File: config.mk
export PLATFORM = sky130hd
export DESIGN_NAME = ram_port_arbiter_flat
export DESIGN_NICKNAME = d
export VERILOG_FILES = /design/src/rtl/ram_arb_pkg.sv /design/src/rtl/ram_port_arbiter_if.sv /design/src/rtl/ram_arb_pick.sv /design/src/rtl/ram_port_arbiter.sv /design/src/flat_wrapper.sv
export SDC_FILE = /design/constraint.sdc
export NUM_CORES = 1
export LEC_CHECK = 0
export CAP_MARGIN = 20
export CORE_ASPECT_RATIO = 0.7
export CORE_MARGIN = 3
export CORE_UTILIZATION = 37
export DETAILED_ROUTE_END_ITERATION = 6
export HOLD_SLACK_MARGIN = 0.1
export PLACE_DENSITY = 0.77
export SKIP_LAST_GASP = 1
export SYNTH_ARGS = -nofsm -noshare
export SYNTH_HDL_FRONTEND = slang
export SYNTH_SLANG_ARGS = --single-unit
File: constraint.sdc
create_clock -name clk -period 1.71 [get_ports clk]
set_clock_uncertainty 0.15 [all_clocks]
set_input_delay 0.2565 -clock clk [delete_from_list [all_inputs] [get_ports clk]]
set_output_delay 0.2565 -clock clk [all_outputs]
set_load 0.01 [all_outputs]
File: src/rtl/ram_arb_pkg.sv
// Shared types and defaults for the sample-RAM port arbiter: FSM states,
// requester identifiers and the RAM geometry.
package ram_arb_pkg;

    localparam int RAM_AW = 5;
    localparam int RAM_DW = 8;

    typedef enum logic [2:0] {
        IDLE = 3'd0,
        WR   = 3'd1,
        RD   = 3'd2,
        RDW  = 3'd3,
        RACK = 3'd4
    } state_t;

    typedef enum logic {
        GNT_I2C = 1'b0,
        GNT_LD  = 1'b1
    } gnt_t;

    // The loader can only write, so only an I2C grant can turn into a read.
    function automatic logic grant_is_write(input gnt_t id, input logic we_i2c);
        return (id == GNT_LD) || we_i2c;
    endfunction

endpackage

File: src/rtl/ram_port_arbiter_if.sv
// Bundle of the two requester handshakes and the RAM port seen by the arbiter.
interface ram_port_arbiter_if #(
    parameter int AW = ram_arb_pkg::RAM_AW,
    parameter int DW = ram_arb_pkg::RAM_DW
) ();

    logic          req_i2c;
    logic          we_i2c;
    logic [AW-1:0] addr_i2c;
    logic [DW-1:0] wdata_i2c;
    logic          ack_i2c;

    logic          req_ld;
    logic [AW-1:0] addr_ld;
    logic [DW-1:0] wdata_ld;
    logic          ack_ld;

    logic [DW-1:0] rdata;
    logic [AW-1:0] ram_addr;
    logic [DW-1:0] ram_din;
    logic          ram_we;
    logic [DW-1:0] ram_dout;
    logic          busy;

    modport slave (
        input  req_i2c, we_i2c, addr_i2c, wdata_i2c,
        input  req_ld, addr_ld, wdata_ld,
        input  ram_dout,
        output ack_i2c, ack_ld, rdata,
        output ram_addr, ram_din, ram_we, busy
    );

    modport master (
        output req_i2c, we_i2c, addr_i2c, wdata_i2c,
        output req_ld, addr_ld, wdata_ld,
        output ram_dout,
        input  ack_i2c, ack_ld, rdata,
        input  ram_addr, ram_din, ram_we, busy
    );

endinterface

File: src/rtl/ram_arb_pick.sv
// Combinational winner select between the I2C slave and the RAM loader.
module ram_arb_pick
    import ram_arb_pkg::*;
#(
    parameter bit I2C_PRIORITY = 1'b0
) (
    input  logic i_req_i2c,
    input  logic i_req_ld,
    input  gnt_t i_last_gnt,
    output logic o_grant_valid,
    output gnt_t o_grant_id
);

    // Single requests win outright; a tie goes to I2C or to whoever was not served last.
    always_comb begin
        o_grant_valid = 1'b0;
        o_grant_id    = GNT_I2C;
        case ({i_req_i2c, i_req_ld})
            2'b10: begin
                o_grant_valid = 1'b1;
                o_grant_id    = GNT_I2C;
            end
            2'b01: begin
                o_grant_valid = 1'b1;
                o_grant_id    = GNT_LD;
            end
            2'b11: begin
                o_grant_valid = 1'b1;
                if (I2C_PRIORITY) begin
                    o_grant_id = GNT_I2C;
                end else if (i_last_gnt == GNT_LD) begin
                    o_grant_id = GNT_I2C;
                end else begin
                    o_grant_id = GNT_LD;
                end
            end
            default: begin
                o_grant_valid = 1'b0;
                o_grant_id    = GNT_I2C;
            end
        endcase
    end

endmodule

File: src/rtl/ram_port_arbiter.sv
// Shares one synchronous 32x8 RAM port between the I2C slave (read/write) and
// the switch-driven loader (write only); every RAM-side and ack output is registered.
module ram_port_arbiter
    import ram_arb_pkg::*;
#(
    parameter int AW           = RAM_AW,
    parameter int DW           = RAM_DW,
    parameter bit I2C_PRIORITY = 1'b0
) (
    input  logic               clk,
    input  logic               reset,
    ram_port_arbiter_if.slave  bus
);

    state_t        r_state;
    state_t        w_next_state;
    gnt_t          r_last_gnt;
    gnt_t          w_last_gnt_nxt;
    gnt_t          w_gnt_id;
    logic          w_gnt_valid;

    logic [AW-1:0] r_ram_addr;
    logic [AW-1:0] w_ram_addr_nxt;
    logic [DW-1:0] r_ram_din;
    logic [DW-1:0] w_ram_din_nxt;
    logic          r_ram_we;
    logic          w_ram_we_nxt;
    logic          r_ack_i2c;
    logic          w_ack_i2c_nxt;
    logic          r_ack_ld;
    logic          w_ack_ld_nxt;
    logic [DW-1:0] r_rdata;
    logic [DW-1:0] w_rdata_nxt;
    logic          r_busy;
    logic          w_busy_nxt;

    ram_arb_pick #(
        .I2C_PRIORITY (I2C_PRIORITY)
    ) u_pick (
        .i_req_i2c     (bus.req_i2c),
        .i_req_ld      (bus.req_ld),
        .i_last_gnt    (r_last_gnt),
        .o_grant_valid (w_gnt_valid),
        .o_grant_id    (w_gnt_id)
    );

    // State register.
    always_ff @(posedge clk) begin
        if (reset) begin
            r_state <= IDLE;
        end else begin
            r_state <= w_next_state;
        end
    end

    // Next state and next values of every registered output. Acks and ram_we
    // are computed one state early so they appear in the WR / RACK cycles.
    always_comb begin
        w_next_state   = r_state;
        w_last_gnt_nxt = r_last_gnt;
        w_ram_addr_nxt = r_ram_addr;
        w_ram_din_nxt  = r_ram_din;
        w_ram_we_nxt   = 1'b0;
        w_ack_i2c_nxt  = 1'b0;
        w_ack_ld_nxt   = 1'b0;
        w_rdata_nxt    = r_rdata;
        case (r_state)
            IDLE: begin
                if (w_gnt_valid) begin
                    w_last_gnt_nxt = w_gnt_id;
                    if (w_gnt_id == GNT_I2C) begin
                        w_ram_addr_nxt = bus.addr_i2c;
                        w_ram_din_nxt  = bus.wdata_i2c;
                    end else begin
                        w_ram_addr_nxt = bus.addr_ld;
                        w_ram_din_nxt  = bus.wdata_ld;
                    end
                    if (grant_is_write(w_gnt_id, bus.we_i2c)) begin
                        w_next_state  = WR;
                        w_ram_we_nxt  = 1'b1;
                        w_ack_i2c_nxt = (w_gnt_id == GNT_I2C);
                        w_ack_ld_nxt  = (w_gnt_id == GNT_LD);
                    end else begin
                        w_next_state = RD;
                    end
                end else begin
                    w_next_state = IDLE;
                end
            end
            WR: begin
                w_next_state = IDLE;
            end
            RD: begin
                w_next_state = RDW;
            end
            // ram_dout is valid here, one cycle after the address was presented.
            RDW: begin
                w_next_state  = RACK;
                w_rdata_nxt   = bus.ram_dout;
                w_ack_i2c_nxt = 1'b1;
            end
            RACK: begin
                w_next_state = IDLE;
            end
            default: begin
                w_next_state = IDLE;
            end
        endcase
        w_busy_nxt = (w_next_state != IDLE);
    end

    // Output and datapath registers; a pending read is simply abandoned on reset.
    always_ff @(posedge clk) begin
        if (reset) begin
            r_last_gnt <= GNT_LD;
            r_ram_addr <= {AW{1'b0}};
            r_ram_din  <= {DW{1'b0}};
            r_ram_we   <= 1'b0;
            r_ack_i2c  <= 1'b0;
            r_ack_ld   <= 1'b0;
            r_rdata    <= {DW{1'b0}};
            r_busy     <= 1'b0;
        end else begin
            r_last_gnt <= w_last_gnt_nxt;
            r_ram_addr <= w_ram_addr_nxt;
            r_ram_din  <= w_ram_din_nxt;
            r_ram_we   <= w_ram_we_nxt;
            r_ack_i2c  <= w_ack_i2c_nxt;
            r_ack_ld   <= w_ack_ld_nxt;
            r_rdata    <= w_rdata_nxt;
            r_busy     <= w_busy_nxt;
        end
    end

    assign bus.ram_addr = r_ram_addr;
    assign bus.ram_din  = r_ram_din;
    assign bus.ram_we   = r_ram_we;
    assign bus.ack_i2c  = r_ack_i2c;
    assign bus.ack_ld   = r_ack_ld;
    assign bus.rdata    = r_rdata;
    assign bus.busy     = r_busy;

endmodule
File: src/flat_wrapper.sv
// flat-port wrapper written by rule: the top's interface ports become plain ports
module ram_port_arbiter_flat import ram_arb_pkg::*;
#(
    parameter int AW           = RAM_AW,
    parameter int DW           = RAM_DW,
    parameter bit I2C_PRIORITY = 1'b0
)
  (clk, reset, bus_req_i2c, bus_we_i2c, bus_addr_i2c, bus_wdata_i2c, bus_req_ld, bus_addr_ld, bus_wdata_ld, bus_ram_dout, bus_ack_i2c, bus_ack_ld, bus_rdata, bus_ram_addr, bus_ram_din, bus_ram_we, bus_busy);
  ram_port_arbiter_if #(.AW(AW), .DW(DW)) bus_i ();
  input  logic clk;
  input  logic reset;
  input wire logic [$bits(bus_i.req_i2c)-1:0] bus_req_i2c;
  input wire logic [$bits(bus_i.we_i2c)-1:0] bus_we_i2c;
  input wire logic [$bits(bus_i.addr_i2c)-1:0] bus_addr_i2c;
  input wire logic [$bits(bus_i.wdata_i2c)-1:0] bus_wdata_i2c;
  input wire logic [$bits(bus_i.req_ld)-1:0] bus_req_ld;
  input wire logic [$bits(bus_i.addr_ld)-1:0] bus_addr_ld;
  input wire logic [$bits(bus_i.wdata_ld)-1:0] bus_wdata_ld;
  input wire logic [$bits(bus_i.ram_dout)-1:0] bus_ram_dout;
  output wire logic [$bits(bus_i.ack_i2c)-1:0] bus_ack_i2c;
  output wire logic [$bits(bus_i.ack_ld)-1:0] bus_ack_ld;
  output wire logic [$bits(bus_i.rdata)-1:0] bus_rdata;
  output wire logic [$bits(bus_i.ram_addr)-1:0] bus_ram_addr;
  output wire logic [$bits(bus_i.ram_din)-1:0] bus_ram_din;
  output wire logic [$bits(bus_i.ram_we)-1:0] bus_ram_we;
  output wire logic [$bits(bus_i.busy)-1:0] bus_busy;
  assign bus_i.req_i2c = bus_req_i2c;
  assign bus_i.we_i2c = bus_we_i2c;
  assign bus_i.addr_i2c = bus_addr_i2c;
  assign bus_i.wdata_i2c = bus_wdata_i2c;
  assign bus_i.req_ld = bus_req_ld;
  assign bus_i.addr_ld = bus_addr_ld;
  assign bus_i.wdata_ld = bus_wdata_ld;
  assign bus_i.ram_dout = bus_ram_dout;
  assign bus_ack_i2c = bus_i.ack_i2c;
  assign bus_ack_ld = bus_i.ack_ld;
  assign bus_rdata = bus_i.rdata;
  assign bus_ram_addr = bus_i.ram_addr;
  assign bus_ram_din = bus_i.ram_din;
  assign bus_ram_we = bus_i.ram_we;
  assign bus_busy = bus_i.busy;
  ram_port_arbiter #(.AW(AW), .DW(DW), .I2C_PRIORITY(I2C_PRIORITY)) u_core (.clk(clk), .reset(reset), .bus(bus_i));
endmodule
# Word-level counts from Yosys, hierarchy flattened
# Index checks and enable logic that the tools add are counted.
# op_classes
n_eq_ne,5
bitwise_logic,4
n_reduce_logical,7
n_mux,12
# ops
cell,n
$pmux 3 s3,1
$mux 8,1
$eq 3x2->1 const B,2
$reduce_or 3->1,2
$mux 1,5
$mux 5,1
$eq 2x2->1 const B,2
$mux 2,2
$not 1->1,4
$pmux 1 s2,2
$reduce_or 4->1,1
$logic_not 3->1,1
$reduce_bool 3->1,1
$eq 2x1->1 const B,1
$reduce_and 2->1,1
$logic_or 1x1->1,1
# word_totals
ff_bits,29
output_inout_bits,25

# Longest topological paths before layout
# depth
depth_word,7
ltp_mapped,5

# Modules after synthesis
# A second synthesis with hierarchy kept.
# hier_totals
cells_unflattened,113
hier_area_um2,1228.7
# modules_own_cells
module,n_inst,area_each_um2,cells_per_inst
ram_port_arbiter,1,1214.9,111
ram_arb_pick,1,13.8,2

# Worst setup path before layout
# Ideal clock, no wire load.
# synth_path
kind,register -> register
start,register u_core.r_state[0]
end,register u_core.r_state[1]
n_path_buf,1
arrival_ns,1.293
period_less_slack_ns,1.531
t_required_ns,1.472
path_stages_with_launch,5
setup_slack_ns,0.179
path_cell_list,dfxtp_1 -> or3_1 -> buf_2 -> or2_4 -> o32ai_2
# synth_via
elab_chain_cells,2
elab_cells_between_ends,4
classes_between,eq/ne (2); mux (1); reduce/logical (1)
# synth_rtl
element,line_no,rtl
"start, declared",ram_port_arbiter.sv:15,state_t r_state;
"start signal, assigned",ram_port_arbiter.sv:52,r_state <= w_next_state;
$eq 3x2->1 or $logic_not 3->1 (tied branches),ram_port_arbiter.sv:67,case (r_state)
$pmux 3 s3 (*),ram_port_arbiter.sv:67,
# Every way passes the cells marked *; elsewhere a longest branch is shown, timed or not.
# A chain may end at the register's enable or synchronous reset.

# Worst setup path in the final report
# layout_path
start,"register u_core.r_rdata[6], in the netlist u_core.bus.rdata[6]"
end,output port bus_rdata[6]
# layout_lines
element,line_no,rtl
"start, declared",ram_port_arbiter.sv:32,logic [DW-1:0] r_rdata;
"start signal, assigned",ram_port_arbiter.sv:121,r_rdata <= {DW{1'b0}};
"start signal, assigned",ram_port_arbiter.sv:130,r_rdata <= w_rdata_nxt;
"end, declared",flat_wrapper.sv:22,output wire logic [$bits(bus_i.rdata)-1:0] bus_rdata;
# No word-level cell between the ends.

==> metrics <==
hold buffer count at cts 0; sequential fraction of design power 0.419; flop2flop setup slack 0.16 ns; Worst Hold Class reg -> reg; Setup CP Type reg -> out; commonest cells after routing, fill and taps aside clkdlybuf4s50_1 (63), dfxtp_1 (29), inv_1 (14), o22ai_1 (14), o221a_2 (13); GRT Util Overall 0.177; worst path cell trace clkdlybuf4s50_1; TritonCTS clock tree built; Post-CTS Setup Inserts 0; IO Pins 64; # resized after CTS 0; wire length of the first global-routing pass 5000 µm; critical path's largest stage delay 0.55 ns; final std cells w/o fill 223; placed cell areas 1860 µm²; worst setup path start u_core.bus.rdata[6]; RSZ-0062 raised after global routing no; clock power share 0.268; vias in the first global route 1,074; Core Region 2880 µm²; Buffers & Inverters on Critical Path 1; slowest stage cell, crit path clkdlybuf4s50_1; Post-Route WL 3260 µm; clk slew on worst S/H paths 0.06 ns; dominant cells by area after synthesis dfxtp_1 (51%), o221a_2 (13%), o22ai_1 (7.6%), mux2i_1 (7.0%), inv_1 (4.6%); CTS root buf clkbuf_8; endpoints failing hold 0; Main synth FF type dfxtp_1; cts bufs inserted 5; Crit Path Max Fanout 2; WP data required 1.30 ns; leakage dissipation 0.819 nW; num rows 16; DRT antenna net count 0; die width 72.6 µm; synth warn 0; number of synthesized register bits 29; DP HPWL 2530 µm; maximum vdd ir drop 0.000734 V; Avg WL per Cell 14.6 µm; CP startpoint kind register; Yosys top cell by area dfxtp_1; Worst setup EP type output port; Synth Instances 115; Yosys top cell area share 0.506; antenna diode count 0; Worst-Margin Slew 0.523 ns; # setup viols final 0; Synth cell types 21; syn_nets 154; worst skew pair latency 0.27 ns; Max-Cap Viols 0; Area growth, synth to finish 68.8%; CTS max path bufs 2; most common cell after layout, fill and taps aside clkdlybuf4s50_1; grt ovf 0; gp weighted congestion 0.746; R2R depth 4; Post-Place Cells 215; Syn Area/Cell 9.98 µm²; DRC viols 0; post-layout min period 1.57 ns; IO Port Bufs 63; worst hold start u_core.r_state[0]; Tcrit/Tclk final 0.916; initial antenna violation count 0; max-slew violations 0; outcome completed; final net count 225; Post-Syn Area 1150 µm²; delay-heaviest family, CP buffers and inverters; largest net degree at the start of global routing 16; Stages on worst setup path 1; share of layout cells above drive strength 1 0.160; worst r2r src u_core.r_state[0]; EDFF count, synth 0; share of the yosys chip area belonging to registers 0.506; fmax 0.638 GHz; internal power 1.43 mW; Initial DRC Count 36; vias per cell 4.98; Die H 52.6 µm; worst setup path endpoint bus_rdata[6]; Max H-tree Level 2; total iterations of the first detailed-routing run 4; Crit path arrival time 1.16 ns; Die ar. 3820 µm²; initial core utilization 0.398; Sink Count 29; reg2reg end u_core.bus.ram_din[4]; ys async rst share 0; Logic pwr share 0.312; cell area after layout 1940 µm²; switching share of power 0.269; P_sw 525 µW; Slew headroom 0.650; Vias 1,110; Power per Cell Area 1010 nW/µm²
-- metrics by stage --
| step | power (mW) | worst slack, ns | TNS [ns] | hold slack, ns | util |
|---|---|---|---|---|---|
| 5_1_grt | 2.06 | 0.0633 | 0 | 0.370 | 0.672 |
| 6_report | 1.95 | 0.143 | 0 | 0.349 | 0.672 |
| 3_3_place_gp | 1.43 | -0.0158 | -0.124 | 0.306 | 0.644 |
| 2_1_floorplan | 1.12 | 0.179 | 0 | 0.217 | - |
| 3_5_place_dp | 1.44 | -0.0696 | -0.749 | 0.320 | 0.644 |
| 4_1_cts | 1.98 | 0.128 | 0 | 0.354 | 0.672 |
-- power groups by stage --
stage	Sequential [mW]	Clock, mW	Combinational, mW
finish	0.819	0.525	0.610
global route	0.830	0.572	0.661
CTS	0.820	0.543	0.613
detailed placement	0.834	0	0.610
global placement	0.829	0	0.596
floorplan	0.868	0	0.248
-- metal layers --
metal / wire length, µm / GRT usage
met3: 338 / 0.0824
met4: 22 / 0.0552
met1: 1450 / 0.215
met5: 0 / 0
met2: 1450 / 0.277
-- sequential cells by signal, indices dropped and copies added, names as in the netlist --
signal,cells
u_core.bus.ack_i2c,1
u_core.bus.ack_ld,1
u_core.bus.busy,1
u_core.bus.ram_addr,5
u_core.bus.ram_din,8
u_core.bus.ram_we,1
u_core.bus.rdata,8
u_core.r_last_gnt,1
u_core.r_state,3
-- worst min-delay path by stage --
stage          depth (start not counted)                   to
6_report                               1    u_core.r_state[1]
5_1_grt                                2  u_core.bus.rdata[1]
4_1_cts                                1    u_core.r_state[1]
3_5_place_dp                           1    u_core.r_last_gnt
3_3_place_gp                           1    u_core.r_last_gnt
2_1_floorplan                          1   u_core.bus.ack_i2c
-- synthesized netlist by cell type (2+ instances only) --
cell type and n:
nor3_1 2, o21bai_1 2, a21o_1 2, nand2_1 3, mux2i_1 8, o22ai_1 14, nor2_1 11, clkbuf_1 5
dfxtp_1 29, inv_1 14, buf_2 3, o221a_2 13
-- logic make-up (layout without fill, tap and decap cells) --
logic type | after synthesis | after routing | share of synthesized area
flops | 29 | 29 | 0.506
mux | 8 | 8 | 0.0698
simple gates | 23 | 23 | 0.0982
compound gates | 33 | 33 | 0.251
buf+inv | 22 | 94 | 0.0752
-- area by class of cell --
cell class / count / area (µm²)
Multi-Input combinational cell: 64 / 480
Tap cell: 36 / 45.0
Clock buffer: 8 / 80.1
Fill cell: 232 / 946
Timing Repair Buffer: 72 / 698
Inverter: 14 / 52.6
Sequential cell: 29 / 581
Note: power is estimated with default switching activity, not from simulation.
